## src/rtl/vga_frame_scanner_if.sv

```systemverilog
// Signal bundle between the VGA frame scanner, its framebuffer RAM read port and the video DAC.
`timescale 1ns/1ps
interface vga_frame_scanner_if;
    logic [31:0] fb_addr;
    logic [7:0]  fb_data;
    logic        vgaclk;
    logic        hsync;
    logic        vsync;
    logic        sync_b;
    logic        blank_b;
    logic [7:0]  r;
    logic [7:0]  g;
    logic [7:0]  b;
    logic        frame_start;

    modport master (
        output fb_addr,
        input  fb_data,
        output vgaclk, hsync, vsync, sync_b, blank_b, r, g, b, frame_start
    );

    modport slave (
        input  fb_addr,
        output fb_data,
        input  vgaclk, hsync, vsync, sync_b, blank_b, r, g, b, frame_start
    );
endinterface

```

## src/rtl/vga_frame_scanner.sv

```systemverilog
// 640x480@60 VGA timing generator scanning a 4x-upscaled RGB332 framebuffer out of shared data RAM.
`timescale 1ns/1ps
module vga_frame_scanner #(
    parameter int unsigned PIX_DIV = 2,
    parameter int unsigned H_VIS   = 640,
    parameter int unsigned H_FP    = 16,
    parameter int unsigned H_SYNC  = 96,
    parameter int unsigned H_BP    = 48,
    parameter int unsigned V_VIS   = 480,
    parameter int unsigned V_FP    = 10,
    parameter int unsigned V_SYNC  = 2,
    parameter int unsigned V_BP    = 33,
    parameter int unsigned FB_W    = 160,
    parameter logic [31:0] FB_BASE = 32'h0000_1000
) (
    input  logic                clk,
    input  logic                reset,
    vga_frame_scanner_if.master vga_bus
);
    localparam int unsigned H_TOT = H_VIS + H_FP + H_SYNC + H_BP;
    localparam int unsigned V_TOT = V_VIS + V_FP + V_SYNC + V_BP;
    localparam int unsigned DIV_W = $clog2(PIX_DIV);
    localparam int unsigned H_W   = $clog2(H_TOT);
    localparam int unsigned V_W   = $clog2(V_TOT);

    localparam logic [DIV_W-1:0] DIV_LAST = DIV_W'(PIX_DIV - 1);
    localparam logic [DIV_W-1:0] DIV_HALF = DIV_W'(PIX_DIV / 2);
    localparam logic [H_W-1:0]   H_LAST   = H_W'(H_TOT - 1);
    localparam logic [H_W-1:0]   H_VIS_C  = H_W'(H_VIS);
    localparam logic [H_W-1:0]   HS_BEG   = H_W'(H_VIS + H_FP);
    localparam logic [H_W-1:0]   HS_END   = H_W'(H_VIS + H_FP + H_SYNC);
    localparam logic [V_W-1:0]   V_LAST   = V_W'(V_TOT - 1);
    localparam logic [V_W-1:0]   V_VIS_C  = V_W'(V_VIS);
    localparam logic [V_W-1:0]   VS_BEG   = V_W'(V_VIS + V_FP);
    localparam logic [V_W-1:0]   VS_END   = V_W'(V_VIS + V_FP + V_SYNC);

    // RRRGGGBB widened by repeating each field's MSBs into the low bits
    function automatic logic [23:0] rgb332_expand(input logic [7:0] pix);
        rgb332_expand = {pix[7:5], pix[7:5], pix[7:6],
                         pix[4:2], pix[4:2], pix[4:3],
                         pix[1:0], pix[1:0], pix[1:0], pix[1:0]};
    endfunction

    logic [DIV_W-1:0] r_div;
    logic             r_vgaclk;
    logic [H_W-1:0]   r_hcnt;
    logic [V_W-1:0]   r_vcnt;
    logic             r_frame_start;
    logic [31:0]      r_fb_addr;
    logic [1:0]       r_hs_pipe;
    logic [1:0]       r_vs_pipe;
    logic [1:0]       r_bl_pipe;
    logic [7:0]       r_pix;
    logic             r_hsync;
    logic             r_vsync;
    logic             r_blank_b;
    logic [23:0]      r_rgb;

    logic             w_tick;
    logic [DIV_W-1:0] w_div_next;
    logic             w_hs_raw;
    logic             w_vs_raw;
    logic             w_bl_raw;
    logic [31:0]      w_addr;

    // Pixel-tick strobe, raw sync/blank decode and framebuffer address of the current pixel
    always_comb begin
        w_tick = (r_div == DIV_LAST);
        if (w_tick) begin
            w_div_next = {DIV_W{1'b0}};
        end else begin
            w_div_next = r_div + 1'b1;
        end
        w_hs_raw = !((r_hcnt >= HS_BEG) && (r_hcnt < HS_END));
        w_vs_raw = !((r_vcnt >= VS_BEG) && (r_vcnt < VS_END));
        w_bl_raw = (r_hcnt < H_VIS_C) && (r_vcnt < V_VIS_C);
        w_addr   = FB_BASE + (32'(r_vcnt >> 2'd2) * FB_W) + 32'(r_hcnt >> 2'd2);
    end

    // Pixel divider, vgaclk and the beam position counters
    always_ff @(posedge clk or posedge reset) begin
        if (reset) begin
            r_div         <= {DIV_W{1'b0}};
            r_vgaclk      <= 1'b0;
            r_hcnt        <= {H_W{1'b0}};
            r_vcnt        <= {V_W{1'b0}};
            r_frame_start <= 1'b0;
        end else begin
            r_div         <= w_div_next;
            r_vgaclk      <= (w_div_next >= DIV_HALF);
            r_frame_start <= w_tick && (r_hcnt == {H_W{1'b0}}) && (r_vcnt == {V_W{1'b0}});
            if (w_tick) begin
                if (r_hcnt == H_LAST) begin
                    r_hcnt <= {H_W{1'b0}};
                    if (r_vcnt == V_LAST) begin
                        r_vcnt <= {V_W{1'b0}};
                    end else begin
                        r_vcnt <= r_vcnt + 1'b1;
                    end
                end else begin
                    r_hcnt <= r_hcnt + 1'b1;
                end
            end
        end
    end

    // Two-tick pipeline: address out, RAM data back, then colour and sync together
    always_ff @(posedge clk or posedge reset) begin
        if (reset) begin
            r_fb_addr <= FB_BASE;
            r_hs_pipe <= 2'b11;
            r_vs_pipe <= 2'b11;
            r_bl_pipe <= 2'b00;
            r_pix     <= 8'h00;
            r_hsync   <= 1'b1;
            r_vsync   <= 1'b1;
            r_blank_b <= 1'b0;
            r_rgb     <= 24'h00_0000;
        end else if (w_tick) begin
            if (w_bl_raw) begin
                r_fb_addr <= w_addr;
            end
            r_hs_pipe <= {r_hs_pipe[0], w_hs_raw};
            r_vs_pipe <= {r_vs_pipe[0], w_vs_raw};
            r_bl_pipe <= {r_bl_pipe[0], w_bl_raw};
            r_pix     <= vga_bus.fb_data;
            r_hsync   <= r_hs_pipe[1];
            r_vsync   <= r_vs_pipe[1];
            r_blank_b <= r_bl_pipe[1];
            if (r_bl_pipe[1]) begin
                r_rgb <= rgb332_expand(r_pix);
            end else begin
                r_rgb <= 24'h00_0000;
            end
        end
    end

    assign vga_bus.fb_addr     = r_fb_addr;
    assign vga_bus.vgaclk      = r_vgaclk;
    assign vga_bus.hsync       = r_hsync;
    assign vga_bus.vsync       = r_vsync;
    assign vga_bus.sync_b      = 1'b0;
    assign vga_bus.blank_b     = r_blank_b;
    assign vga_bus.r           = r_rgb[23:16];
    assign vga_bus.g           = r_rgb[15:8];
    assign vga_bus.b           = r_rgb[7:0];
    assign vga_bus.frame_start = r_frame_start;
endmodule
```

## src/flat_wrapper.sv

```systemverilog
// flat-port wrapper written by rule: the top's interface ports become plain ports
module vga_frame_scanner_flat 
#(
    parameter int unsigned PIX_DIV = 2,
    parameter int unsigned H_VIS   = 640,
    parameter int unsigned H_FP    = 16,
    parameter int unsigned H_SYNC  = 96,
    parameter int unsigned H_BP    = 48,
    parameter int unsigned V_VIS   = 480,
    parameter int unsigned V_FP    = 10,
    parameter int unsigned V_SYNC  = 2,
    parameter int unsigned V_BP    = 33,
    parameter int unsigned FB_W    = 160,
    parameter logic [31:0] FB_BASE = 32'h0000_1000
)
  (clk, reset, vga_bus_fb_addr, vga_bus_fb_data, vga_bus_vgaclk, vga_bus_hsync, vga_bus_vsync, vga_bus_sync_b, vga_bus_blank_b, vga_bus_r, vga_bus_g, vga_bus_b, vga_bus_frame_start);
  vga_frame_scanner_if vga_bus_i ();
  input  logic clk;
  input  logic reset;
  output wire logic [$bits(vga_bus_i.fb_addr)-1:0] vga_bus_fb_addr;
  input wire logic [$bits(vga_bus_i.fb_data)-1:0] vga_bus_fb_data;
  output wire logic [$bits(vga_bus_i.vgaclk)-1:0] vga_bus_vgaclk;
  output wire logic [$bits(vga_bus_i.hsync)-1:0] vga_bus_hsync;
  output wire logic [$bits(vga_bus_i.vsync)-1:0] vga_bus_vsync;
  output wire logic [$bits(vga_bus_i.sync_b)-1:0] vga_bus_sync_b;
  output wire logic [$bits(vga_bus_i.blank_b)-1:0] vga_bus_blank_b;
  output wire logic [$bits(vga_bus_i.r)-1:0] vga_bus_r;
  output wire logic [$bits(vga_bus_i.g)-1:0] vga_bus_g;
  output wire logic [$bits(vga_bus_i.b)-1:0] vga_bus_b;
  output wire logic [$bits(vga_bus_i.frame_start)-1:0] vga_bus_frame_start;
  assign vga_bus_fb_addr = vga_bus_i.fb_addr;
  assign vga_bus_i.fb_data = vga_bus_fb_data;
  assign vga_bus_vgaclk = vga_bus_i.vgaclk;
  assign vga_bus_hsync = vga_bus_i.hsync;
  assign vga_bus_vsync = vga_bus_i.vsync;
  assign vga_bus_sync_b = vga_bus_i.sync_b;
  assign vga_bus_blank_b = vga_bus_i.blank_b;
  assign vga_bus_r = vga_bus_i.r;
  assign vga_bus_g = vga_bus_i.g;
  assign vga_bus_b = vga_bus_i.b;
  assign vga_bus_frame_start = vga_bus_i.frame_start;
  vga_frame_scanner #(.PIX_DIV(PIX_DIV), .H_VIS(H_VIS), .H_FP(H_FP), .H_SYNC(H_SYNC), .H_BP(H_BP), .V_VIS(V_VIS), .V_FP(V_FP), .V_SYNC(V_SYNC), .V_BP(V_BP), .FB_W(FB_W), .FB_BASE(FB_BASE)) u_core (.clk(clk), .reset(reset), .vga_bus(vga_bus_i));
endmodule
```

## config.mk

```make
export PLATFORM = sky130hd
export DESIGN_NAME = vga_frame_scanner_flat
export DESIGN_NICKNAME = d
export VERILOG_FILES = /design/src/rtl/vga_frame_scanner_if.sv /design/src/rtl/vga_frame_scanner.sv /design/src/flat_wrapper.sv
export SDC_FILE = /design/constraint.sdc
export NUM_CORES = 1
export LEC_CHECK = 0
export CAP_MARGIN = 10
export CORE_MARGIN = 2
export CORE_UTILIZATION = 35
export DETAILED_ROUTE_END_ITERATION = 8
export GPL_TIMING_DRIVEN = 0
export PLACE_DENSITY = 0.67
export SLEW_MARGIN = 5
export SYNTH_ARGS = -nofsm -noshare
export SYNTH_HDL_FRONTEND = slang
export SYNTH_SLANG_ARGS = --single-unit
```

## constraint.sdc

```tcl
create_clock -name clk -period 3.4 [get_ports clk]
set_clock_uncertainty 0.15 [all_clocks]
set_input_delay 0.68 -clock clk [delete_from_list [all_inputs] [get_ports clk]]
set_output_delay 0.68 -clock clk [all_outputs]
set_load 0.03 [all_outputs]
```

# == Yosys cells after proc, flatten, opt, wreduce, memory -nomap -nowiden ==
# Cells that the tools add are included.
# totals
register_bits,96
inputBits,10
out_inout_bits,62
elab_cells,44
# op_classes
add_sub_neg,5
n_mul,1
order_cmp,7
n_eq_ne,2
mux,4
n_reduce_logical,11
# ops
operator,n
13-bit by 32-bit adder with 32-bit output (first input constant),1
32-bit by 8-bit adder with 32-bit output,1
24-bit 2-to-1 mux,1
10-bit by 1-bit adder with 10-bit output (second input constant),2
10-bit == test (second input constant),2
10-bit zero test,2
10-bit less-than comparator (second input constant),2
10-bit by 9-bit less-than comparator with 1-bit output (second input constant),2
10-bit 2-to-1 mux,2
8-bit by 3-bit multiplier with 11-bit output (second input constant),1
10-bit >= comparator (second input constant),1
10-bit by 9-bit >= comparator with 1-bit output (second input constant),1
1-bit logical AND,5
2-bit AND reduction,2
1-bit zero test,2
1-bit adder (second input constant),1
1-bit >= comparator (second input constant),1
1-bit 2-to-1 mux,1

# == Longest topological paths before layout ==
# logic_depth
word_depth,3
ltp_mapped,8

# == Worst setup path after synthesis ==
# OpenSTA, ideal clock, no wires.
# synth_timing
path_kind,register -> register
from,register u_core.r_vcnt[5]
to,"register u_core.r_fb_addr[13], in the netlist u_core.vga_bus.fb_addr[13]"
setup_time_ps,130
t_arrival_ps,2253
required_ps,3120
path_slack_ps,867
path_stages_with_launch,9
n_path_buf,0
period_less_slack_ps,2533
path_cell_list,dfrtp_1 ha_1 ha_1 fa_1 xor2_1 o2111ai_1 o32ai_2 xnor2_1 o21ai_1
# synth_between
elab_chain_len,3
# synth_rtl
element,line,text
"start, declared",vga_frame_scanner.sv:47,logic [V_W-1:0] r_vcnt;
"start signal, assigned",vga_frame_scanner.sv:86,r_vcnt <= {V_W{1'b0}};
"start signal, assigned",vga_frame_scanner.sv:96,r_vcnt <= {V_W{1'b0}};
"start signal, assigned",vga_frame_scanner.sv:98,r_vcnt <= r_vcnt + 1'b1;
8-bit by 3-bit multiplier with 11-bit output / 10-bit by 9-bit less-than comparator with 1-bit output (equally long branches),"vga_frame_scanner.sv:77, vga_frame_scanner.sv:76",
13-bit by 32-bit adder with 32-bit output / 1-bit logical AND (equally long branches),"vga_frame_scanner.sv:77, vga_frame_scanner.sv:76",
32-bit by 8-bit adder with 32-bit output / 2-bit AND reduction (equally long branches),--,
"end signal, assigned",vga_frame_scanner.sv:121,r_fb_addr <= w_addr;
"end, declared",vga_frame_scanner.sv:49,logic [31:0] r_fb_addr;
# Several ways; a longest one is shown, not always the timed one.
# A chain may end at the register's enable or synchronous reset.

# == Worst setup path in the final report ==
# layout_timing
from,register u_core.r_vcnt[5]
to,"register u_core.r_fb_addr[14], in the netlist u_core.vga_bus.fb_addr[14]"
# Same word-level chain as after synthesis.

==> flow_metrics.tcl <==
set metrics [dict create \
    status "finished clean" \
    clock_latency_reported_for_the_late_side_of_the_worst_skew_pair_ns 0.34 \
    post_cts.repair.setup_buffers 0 \
    tritoncts "yes" \
    cts_hold_buf 0 \
    fp-row-count 36 \
    syn_avg_cell_area_um2 10.60 \
    floorplan.io_pins 72 \
    dpl.hpwl_um 5100 \
    max_slew_margin_pct 48.26 \
    synth_enable_flop_cells 0 \
    ant_nets 0 \
    yosys.cell_types.count 50 \
    reg2reg_slack_ns 0.56 \
    start_util_pct 36.05 \
    path_buf_inv 0 \
    drv_cap 0 \
    p_per_area_nw_per_um2 385.2 \
    grt.overflow.total 0 \
    crit_type "flip-flop to flip-flop" \
    worst-endpoint-required_ns 3.46 \
    antenna-diode-count 0 \
    drive_above_1_share_pct 20.14 \
    vdd.ir_drop.worst_mv 0.1442 \
    areaGrowthSynthToFinish_pct 29.33 \
    critical_path_arrival_ns 2.90 \
    global_route.usage.total_pct 13.25 \
    fillers 915 \
    fin_worst_hold_slack_ns 0.3330 \
    crit_slowest_cell "sky130_fd_sc_hd__dfrtp_1" \
    post-layout-total-power_uw 1747 \
    buffer_ports.inserted 55 \
    finalCritPeriodShare_pct 83.62 \
    final-max-slew-violation-count 0 \
    ff2ff_path_depth 8 \
    max_freq_mhz 351.7 \
    yosys_warning_total 0 \
    synth_seq_area_share_pct 45.92 \
    drt_iter0_drc 112 \
    dieHeight_um 104.1 \
    critPathMostFrequentCell "sky130_fd_sc_hd__ha_1" \
    detail_route.wirelength_um 7051 \
    multi_input_comb_area_um2 1598 \
    detail_routed_via_count_per_cell 4.635 \
    hold_viol 0 \
    post_cts.resized_instances 0 \
    dpl_worst_slack_ns 0.5778 \
    htreeDepth 3 \
    drc_errors 0 \
    unrepaired_setup_endpoints_after_global_routing "false" \
    holdCritStartpoint "u_core.vga_bus.fb_addr[5]" \
    dieWidth_um 104.1 \
    grt_first_pass_wirelength_um 11660 \
    number_of_sinks_on_the_clock_net 64 \
    timing.hold.worst_path_depth 2 \
    synth.ff_latch_count 64 \
    hold_critical_path_endpoint "u_core.vga_bus.fb_addr[5]" \
    final_critical_path_required_period_ns 2.843 \
    fin_ws_ns 0.5570 \
    antenna_found_initial 0 \
    leakagePower_uw 0.002094 \
    final-setup-viol-count 0 \
    vias 2549 \
    worst_pin_slew_ns 0.7761 \
    wl_per_cell_um 12.82 \
    first_global_vias 2433 \
    grt_start_max_net_pins 65 \
    dr_pass1_iterations 4 \
    ff_latch_area_um2 1610 \
    final_design_area_no_fill_um2 4536 \
    r2r-start "u_core.r_vcnt[5]" \
    placement.cell_area_um2 4283 \
    syn-cell-area_um2 3507 \
    clockRootBuffer "sky130_fd_sc_hd__clkbuf_8" \
    ys_dominant_reg_cell "sky130_fd_sc_hd__dfrtp_1" \
    area_enclosed_by_the_die_boundary_um2 10840 \
    critical_path_peak_fanout 8 \
    cp_top_family "compound AO/OA/AOI/OAI gates" \
    total_core_area_um2 9729 \
    nets_final 443 \
    end_of_the_worst_register_to_register_path "u_core.vga_bus.fb_addr[14]" \
    clockBufferDepth 2 \
    syn-instance-count 331 \
    cpPeakStageDelay_ns 0.48 \
    clock_slew_at_reported_path_ffs_ns 0.07 \
    worst_setup_path_end_kind "flip-flop" \
    ys_async_sr_fraction_pct 100.0 \
    cp_cell_sequence "ha_1 -> ha_1 -> fa_1 -> a21oi_1 -> o21ai_1 -> a311oi_1 -> or2_2 -> o211ai_1" \
    gpl.final_weighted_congestion 0.8065 \
    cts_buffers 9 \
    path_category_of_the_worst_min_delay_check "flip-flop to flip-flop" \
    category_of_the_worst_setup_path_launch_point "flip-flop" \
]
sequential cells by signal, summed over array words and instances (netlist names):
signal / flops
u_core.vga_bus.blank_b: 1
u_core.r_pix: 8
u_core.r_vs_pipe: 2
u_core.vga_bus.fb_addr: 17
u_core.r_hcnt: 10
u_core.r_vcnt: 10
u_core.r_bl_pipe: 2
u_core.r_div: 1
u_core.r_hs_pipe: 2
u_core.vga_bus.hsync: 1
u_core.vga_bus.frame_start: 1
u_core.r_rgb: 8
u_core.vga_bus.vsync: 1
synth_stat cells, types with 2 or more instances:
master                      instances  share of area, %
sky130_fd_sc_hd__a21o_1             3              0.64
sky130_fd_sc_hd__a21oi_1            4              0.57
sky130_fd_sc_hd__a22o_1             7               1.7
sky130_fd_sc_hd__and2_1             4              0.71
sky130_fd_sc_hd__and3_1             6               1.1
sky130_fd_sc_hd__buf_2              2              0.29
sky130_fd_sc_hd__buf_4             33               7.1
sky130_fd_sc_hd__clkbuf_1           6              0.64
sky130_fd_sc_hd__dfrtp_1           57                41
sky130_fd_sc_hd__dfstp_2            7               5.2
sky130_fd_sc_hd__fa_1               2               1.1
sky130_fd_sc_hd__ha_1              19               6.8
sky130_fd_sc_hd__inv_1             19               2.0
sky130_fd_sc_hd__mux2_2            18               5.8
sky130_fd_sc_hd__nand2_1           29               3.1
sky130_fd_sc_hd__nand3_1            6              0.86
sky130_fd_sc_hd__nand4_1            7               1.2
sky130_fd_sc_hd__nor2_1            23               2.5
sky130_fd_sc_hd__nor2b_1            3              0.54
sky130_fd_sc_hd__nor3_1             3              0.43
sky130_fd_sc_hd__nor3b_1            3              0.64
sky130_fd_sc_hd__nor4_1             5              0.89
sky130_fd_sc_hd__o2111ai_1          2              0.50
sky130_fd_sc_hd__o21a_1             2              0.43
sky130_fd_sc_hd__o21ai_0           13               1.9
sky130_fd_sc_hd__o21ai_1            2              0.29
sky130_fd_sc_hd__xnor2_1           14               3.5
sky130_fd_sc_hd__xor2_1            10               2.5
worst max path at each step:
stage	startpoint	cells past startpoint	end	slack (ns)
final	u_core.r_vcnt[5]	8	u_core.vga_bus.fb_addr[14]	0.56
after global routing	u_core.r_vcnt[5]	8	u_core.vga_bus.fb_addr[14]	0.34
after CTS	u_core.r_vcnt[5]	8	u_core.vga_bus.fb_addr[14]	0.57
after detailed placement	u_core.r_vcnt[3]	8	u_core.vga_bus.fb_addr[14]	0.58
after global placement	reset	2	u_core.vga_bus.fb_addr[3]	-0.15
after floorplan	u_core.r_vcnt[5]	8	u_core.vga_bus.fb_addr[13]	0.87
where the power goes:
part           internal, µW  leakage [µW]  switching, µW
Sequential              771      0.000794           7.12
Clock                   511      0.000123            314
Combinational          63.3       0.00118           81.4
cell type report:
type	instances	area share [%]
timing repair buffer	55	12.14
multi-input combinational	221	35.23
buffer	42	6.262
sequential	64	35.50
tap	133	3.669
inverter	19	1.628
clock inverter	6	2.538
clock buffer	10	3.034
cells by family (layout without fill, tap and decap cells):
family | count (synthesis) | after routing | share of synthesized area [%]
simple gates | 97 | 97 | 14.63
flops | 64 | 64 | 45.92
other cells | 1 | 16 | 0.1069
fa+ha+maj | 21 | 21 | 7.920
buf+inv | 61 | 132 | 10.13
mux | 19 | 19 | 6.065
compound gates | 44 | 44 | 9.241
xor+xnor | 24 | 24 | 5.994
placed cells by master (no fill, tap or decap), types with 6 or more instances in the layout:
| cell | instances |
|---|---|
| sky130_fd_sc_hd__a22o_1 | 7 |
| sky130_fd_sc_hd__and3_1 | 6 |
| sky130_fd_sc_hd__buf_4 | 33 |
| sky130_fd_sc_hd__clkbuf_1 | 6 |
| sky130_fd_sc_hd__clkbuf_8 | 10 |
| sky130_fd_sc_hd__clkdlybuf4s50_1 | 55 |
| sky130_fd_sc_hd__conb_1 | 16 |
| sky130_fd_sc_hd__dfrtp_1 | 57 |
| sky130_fd_sc_hd__dfstp_2 | 7 |
| sky130_fd_sc_hd__ha_1 | 19 |
| sky130_fd_sc_hd__inv_1 | 18 |
| sky130_fd_sc_hd__mux2_2 | 18 |
| sky130_fd_sc_hd__nand2_1 | 29 |
| sky130_fd_sc_hd__nand3_1 | 6 |
| sky130_fd_sc_hd__nand4_1 | 7 |
| sky130_fd_sc_hd__nor2_1 | 23 |
| sky130_fd_sc_hd__o21ai_0 | 13 |
| sky130_fd_sc_hd__xnor2_1 | 14 |
| sky130_fd_sc_hd__xor2_1 | 10 |
layer usage:
metal | wire length (µm) | track usage, % | vias to the layer above
met5 | 0 | 0 | -
met4 | 136 | 6.564 | 0
met3 | 340 | 2.945 | 15
met2 | 3282 | 21.29 | 78
met1 | 3291 | 16.85 | 1200
li1 | - | - | 1256
metrics by stage:
stage | util (%) | setup TNS [ns] | std cells
global route | 46.62 | 0 | 550
CTS | 46.62 | 0 | 550
finish | 46.62 | 0 | 550
global placement | 43.99 | -8.400 | 534
detailed placement | 44.02 | 0 | 534
floorplan | - | 0 | 346
tightest hold or removal path, cell delays in order, from the launching register on:
cell and delay, ns:
sky130_fd_sc_hd__dfrtp_1 0.35, sky130_fd_sc_hd__nand2_1 0.05, sky130_fd_sc_hd__nand2_1 0.05
(Power assumes the default switching activity.)
